File: src/rtl/lstm_cell_pipe.sv
// Pipelined LSTM cell-state update: c' = f*c + i*g, h = o*hardtanh(c').
// Holds DEPTH cell states, supports valid/ready backpressure and a bulk clear.
module lstm_cell_pipe #(
  parameter int DWIDTH = 16,
  parameter int FRAC   = 8,
  parameter int DEPTH  = 64,
  parameter int AWIDTH = $clog2(DEPTH)
) (
  input  logic                     clk,
  input  logic                     xrst,
  input  logic                     clr,
  output logic                     busy,
  input  logic                     in_valid,
  output logic                     in_ready,
  input  logic [AWIDTH-1:0]        in_addr,
  input  logic signed [DWIDTH-1:0] in_i,
  input  logic signed [DWIDTH-1:0] in_f,
  input  logic signed [DWIDTH-1:0] in_g,
  input  logic signed [DWIDTH-1:0] in_o,
  output logic                     out_valid,
  input  logic                     out_ready,
  output logic [AWIDTH-1:0]        out_addr,
  output logic signed [DWIDTH-1:0] out_c,
  output logic signed [DWIDTH-1:0] out_h
);
  localparam logic signed [DWIDTH-1:0]   MAXV    = {1'b0, {(DWIDTH-1){1'b1}}};
  localparam logic signed [DWIDTH-1:0]   MINV    = {1'b1, {(DWIDTH-1){1'b0}}};
  localparam logic signed [DWIDTH-1:0]   ONE     = DWIDTH'(1) << FRAC;
  localparam logic signed [DWIDTH-1:0]   NEG_ONE = -ONE;
  localparam logic signed [2*DWIDTH-1:0] P_MAX   = {{(DWIDTH+1){1'b0}}, {(DWIDTH-1){1'b1}}};
  localparam logic signed [2*DWIDTH-1:0] P_MIN   = {{(DWIDTH+1){1'b1}}, {(DWIDTH-1){1'b0}}};

  typedef enum logic [1:0] {RUN, DRAIN, CLEAR} state_t;
  state_t state, state_next;

  logic [AWIDTH-1:0]        clr_idx;
  logic                     a_valid;
  logic [AWIDTH-1:0]        a_addr;
  logic signed [DWIDTH-1:0] a_i, a_f, a_g, a_o;
  logic signed [DWIDTH-1:0] c_mem [DEPTH];
  logic                     stall, accept, advance;
  logic signed [DWIDTH-1:0] c_old, c_new, c_clamp, h_new;

  // Fixed-point product: full width, floor shift by FRAC, saturate to DWIDTH.
  function automatic logic signed [DWIDTH-1:0] mul_q(input logic signed [DWIDTH-1:0] a,
                                                    input logic signed [DWIDTH-1:0] b);
    logic signed [2*DWIDTH-1:0] ax, bx, p;
    ax = {{DWIDTH{a[DWIDTH-1]}}, a};
    bx = {{DWIDTH{b[DWIDTH-1]}}, b};
    p  = (ax * bx) >>> FRAC;
    if (p > P_MAX) return MAXV;
    if (p < P_MIN) return MINV;
    return p[DWIDTH-1:0];
  endfunction

  function automatic logic signed [DWIDTH-1:0] add_sat(input logic signed [DWIDTH-1:0] a,
                                                      input logic signed [DWIDTH-1:0] b);
    logic signed [DWIDTH:0] s;
    s = {a[DWIDTH-1], a} + {b[DWIDTH-1], b};
    if (s[DWIDTH] != s[DWIDTH-1]) return s[DWIDTH] ? MINV : MAXV;
    return s[DWIDTH-1:0];
  endfunction

  assign stall    = out_valid && !out_ready;
  assign in_ready = (state == RUN) && !stall;
  assign accept   = in_valid && in_ready;
  assign advance  = a_valid && !stall;
  assign busy     = (state != RUN);

  // Stage B: the older beat's write lands on the edge the newer beat enters A,
  // so a plain combinational read always sees the latest c.
  always_comb begin
    c_old = c_mem[a_addr];
    c_new = add_sat(mul_q(a_f, c_old), mul_q(a_i, a_g));
    if (c_new > ONE)          c_clamp = ONE;
    else if (c_new < NEG_ONE) c_clamp = NEG_ONE;
    else                      c_clamp = c_new;
    h_new = mul_q(a_o, c_clamp);
  end

  always_comb begin
    state_next = state;
    case (state)
      RUN:     if (clr) state_next = DRAIN;
      DRAIN:   if (!a_valid) state_next = CLEAR;
      CLEAR:   if (clr_idx == AWIDTH'(DEPTH-1)) state_next = RUN;
      default: state_next = RUN;
    endcase
  end

  always_ff @(posedge clk or negedge xrst) begin
    if (!xrst) begin
      state     <= RUN;
      clr_idx   <= '0;
      a_valid   <= 1'b0;
      a_addr    <= '0;
      a_i       <= '0;
      a_f       <= '0;
      a_g       <= '0;
      a_o       <= '0;
      out_valid <= 1'b0;
      out_addr  <= '0;
      out_c     <= '0;
      out_h     <= '0;
    end else begin
      state <= state_next;
      if (state == CLEAR) clr_idx <= clr_idx + 1'b1;
      else                clr_idx <= '0;
      if (!stall) begin
        a_valid   <= accept;
        out_valid <= a_valid;
        if (accept) begin
          a_addr <= in_addr;
          a_i    <= in_i;
          a_f    <= in_f;
          a_g    <= in_g;
          a_o    <= in_o;
        end
        if (a_valid) begin
          out_addr <= a_addr;
          out_c    <= c_new;
          out_h    <= h_new;
        end
      end
    end
  end

  // A is always empty during CLEAR, so the two write sources never collide.
  always_ff @(posedge clk or negedge xrst) begin
    if (!xrst) begin
      for (int k = 0; k < DEPTH; k++) c_mem[k] <= '0;
    end else if (advance) begin
      c_mem[a_addr] <= c_new;
    end else if (state == CLEAR) begin
      c_mem[clr_idx] <= '0;
    end
  end
endmodule

File: config.mk
export PLATFORM = sky130hd
export DESIGN_NAME = lstm_cell_pipe
export DESIGN_NICKNAME = d
export VERILOG_FILES = /design/src/rtl/lstm_cell_pipe.sv
export SDC_FILE = /design/constraint.sdc
export NUM_CORES = 2
export LEC_CHECK = 0
export ABC_AREA = 0
export CORE_MARGIN = 5
export CORE_UTILIZATION = 64
export DETAILED_ROUTE_END_ITERATION = 8
export PLACE_DENSITY = 0.88
export RECOVER_POWER = 50
export SYNTH_ARGS = -nofsm -noshare
export SYNTH_HDL_FRONTEND = slang
export SYNTH_SLANG_ARGS = --single-unit
File: constraint.sdc
create_clock -name clk -period 23.2 [get_ports clk]
set_input_delay 4.64 -clock clk [delete_from_list [all_inputs] [get_ports clk]]
set_output_delay 4.64 -clock clk [all_outputs]
set_load 0.02 [all_outputs]
==> results.ini <==
[worst_hold_path]
whs_path_depth = 2
holdPathEnd = out_addr[3]$_DFFE_PN0P_
hp-class = flip-flop to flip-flop
min_from = out_addr[3]$_DFFE_PN0P_

[synth]
synth_top_area_share_pct = 36.69
yosysTopAreaCell = dfrtp_1
syn-num-nets = 9272
ys_seq_area_share_pct = 36.69
synthArstFlopShare_pct = 100.0
synthFlopType = dfrtp_1
yosysWarnings = 0
syn_inst = 8156
ys_ff_latch = 1142
syn_area_per_cell_um2 = 9.550
synth_edf_count = 0
syn-cell-area_um2 = 77890
synth_area_leaders = dfrtp_1 (37%), fa_1 (20%), nand2_1 (7.4%), o21ai_0 (7.1%), inv_1 (4.3%)
ys_types = 80

[timing]
period_share_pct = 96.61
tightest_slew_ps = 9502
skew_ps = 63.69
fmax_ghz = 0.04462
setup_viol = 0
hold_ws_ps = 472.8
relSlewSlack_pct = -533.5
worst_slack_ps = 787.6
drv_slew = 832
tns_ps = 0
finalCriticalPeriod_ps = 22410
final_hold_viol_count = 0

[worst_setup_path]
crit_top_cell = fa_1
start_kind = flip-flop
crit_fanout = 23
crit_start = a_addr[2]$_DFFE_PN0P_
end_kind = flip-flop
worstReg2RegEnd = out_h[15]$_DFFE_PN0P_
critical-path-max-stage-delay_ps = 1000
required_ps = 23810
path_class = flip-flop to flip-flop
arrival_ps = 23020
rrSetupSlack_ps = 790
reg2reg_depth = 75
reg2reg_from = a_addr[2]$_DFFE_PN0P_
slowest_stage = nor3b_2

[grt]
grt.total_usage_pct = 37.94
grt_pass1_vias = 67450
antenna_found_initial = 8
grt_max_degree = 192
overflow = 0
grt_pass1_wl_um = 384200

[floorplanning]
die_area_um2 = 128800
die_y_um = 358.9
core-area_um2 = 121400
die_x_um = 358.9
io_pins = 116
rows = 128
start_util_pct = 64.16

[run_status]
status = finished with violations
violations = DRC, capacitance limit, slew limit

[clocking]
clock_latency_ps = 780
cts_hold_buf = 0
numClockSinks = 1142
cts_buffers = 110
cts_tree = built
clkTransAtPathRegs_ps = 70
clk_path_buf_depth = 3
h-tree-depth = 3
clock-root-buffer = clkbuf_16

[placement]
hpwl_um = 160400
place.gp.congestion = 0.9987
dpl_worst_slack_ps = -55.41
port_buffers = 115

[detailed_routing]
drt-wirelength-per-cell_um = 25.37
drt-pass1-iter-count = 9
wirelength_um = 245800
dr_total_vias = 64300
ant_nets = 0
drc = 5
first_iter_violations = 9214
viasPerCell = 6.635

[layout]
final_common_cell = nand2_1
final_cell_mix = nand2_1 (1528), dfrtp_1 (1139), o21ai_0 (1085)
nFillCells = 8509
drive_gt1_share_pct = 6.251
num-nets-final = 9096
area_growth_pct = 8.210

[run]
drv_cap = 9

-- layout make-up --
type                       count  area, µm²  share of cell area (%)
tap                         1625       2033                   2.412
multi-input combinational   5585      44440                   52.73
clock inverter                40      374.1                  0.4439
sequential                  1142      28580                   33.91
clock buffer                 155       3193                   3.788
timing repair buffer         244       2287                   2.714
inverter                     897       3367                   3.995
antenna                        2      5.005                0.005938
-- logic make-up (layout without fill, tap and decap cells) --
logic type / after synthesis / in the layout / share of synthesized area [%]
AOI/OAI and AO/OA: 1972 / 1972 / 15.43
DFF: 1142 / 1142 / 36.69
and+or+nand+nor: 2338 / 2341 / 13.35
xor gates and xnor gates: 111 / 111 / 1.248
other: 0 / 2 / 0
buffers and inverters: 1432 / 1336 / 6.955
adders and majority gates: 1041 / 1041 / 24.28
muxes: 120 / 120 / 2.045
-- worst max-delay path, delay by kind of cell, from the launching register on --
kind | cells | cell delay (ps)
fa+ha+maj | 18 | 8760
buf+inv | 10 | 1950
xor+xnor | 1 | 110
compound gates | 28 | 5890
flops | 1 | 660
simple gates | 18 | 4820
-- layer usage --
metal  wire length (µm)  vias to the layer above  share of wire [%]  track usage, %
li1                   -                    26410                  -               -
met5                232                        -              0.094          0.5179
met3              36410                     1350                 15           14.51
met4              18090                       10                7.4           22.53
met1              84690                    31440                 34           47.61
met2             106400                     5087                 43           56.37
-- metrics by stage --
stage	area (µm²)	util (%)	cells
floorplan	77890	-	8156
global placement	80500	66.31	9475
detailed placement	80500	66.31	9475
CTS	84080	69.26	9670
global route	84280	69.43	9688
finish	84290	69.43	9690
-- worst max-delay path by stage --
stage | to | slack (ps) | cells past startpoint
finish | out_h[15]$_DFFE_PN0P_ | 790 | 75
detailed placement | out_h[15]$_DFFE_PN0P_ | -60 | 76
CTS | out_h[15]$_DFFE_PN0P_ | 50 | 76
global route | out_h[15]$_DFFE_PN0P_ | -70 | 84
global placement | out_h[4]$_DFFE_PN0P_ | 460 | 77
floorplan | out_h[12]$_DFFE_PN0P_ | 1900 | 96
-- state kept, by name, indices dropped and copies added, names as in the netlist, 16 cells and up --
signal,count
a_i,16
out_h,16
a_f,16
c_mem,1024
a_o,16
out_c,16
a_g,16
-- cell usage after synthesis, types with 6 or more instances --
| library cell | count |
|---|---|
| or2_2 | 13 |
| and2_1 | 255 |
| o2bb2ai_1 | 51 |
| inv_1 | 896 |
| o21a_1 | 10 |
| buf_1 | 46 |
| fa_1 | 784 |
| mux4_2 | 24 |
| a22oi_1 | 320 |
| xnor2_1 | 80 |
| nand2b_1 | 57 |
| nor4_1 | 17 |
| o21bai_1 | 7 |
| nand2_1 | 1531 |
| and3_1 | 13 |
| buf_2 | 6 |
| nand3_1 | 38 |
| mux2i_1 | 23 |
| nand3b_1 | 10 |
| o21ai_0 | 1098 |
| ha_1 | 257 |
| and4_1 | 6 |
| buf_4 | 7 |
| clkbuf_1 | 474 |
| nor2_1 | 166 |
| a221oi_1 | 71 |
| a21o_1 | 60 |
| mux2_2 | 73 |
| nor3_1 | 15 |
| xor2_1 | 31 |
| or3_1 | 15 |
| nand4_1 | 61 |
| o31ai_1 | 6 |
| o21ai_1 | 16 |
| dfrtp_1 | 1142 |
| a22o_1 | 80 |
| a21oi_1 | 108 |
| nor2b_1 | 117 |
| o22ai_1 | 17 |
| a31oi_1 | 68 |
-- timing repair --
item / in CTS / in global routing
setup buffers: 0 / 14
gates resized for setup: 4 / 22
gates cloned: 0 / 3
pin swaps: 0 / 7
endpoints found under the setup margin: 16 / 16
Power is left out: the tool's default activity adds up to more than one toggle a clock period on the data nets, which glitch-free logic cannot reach.
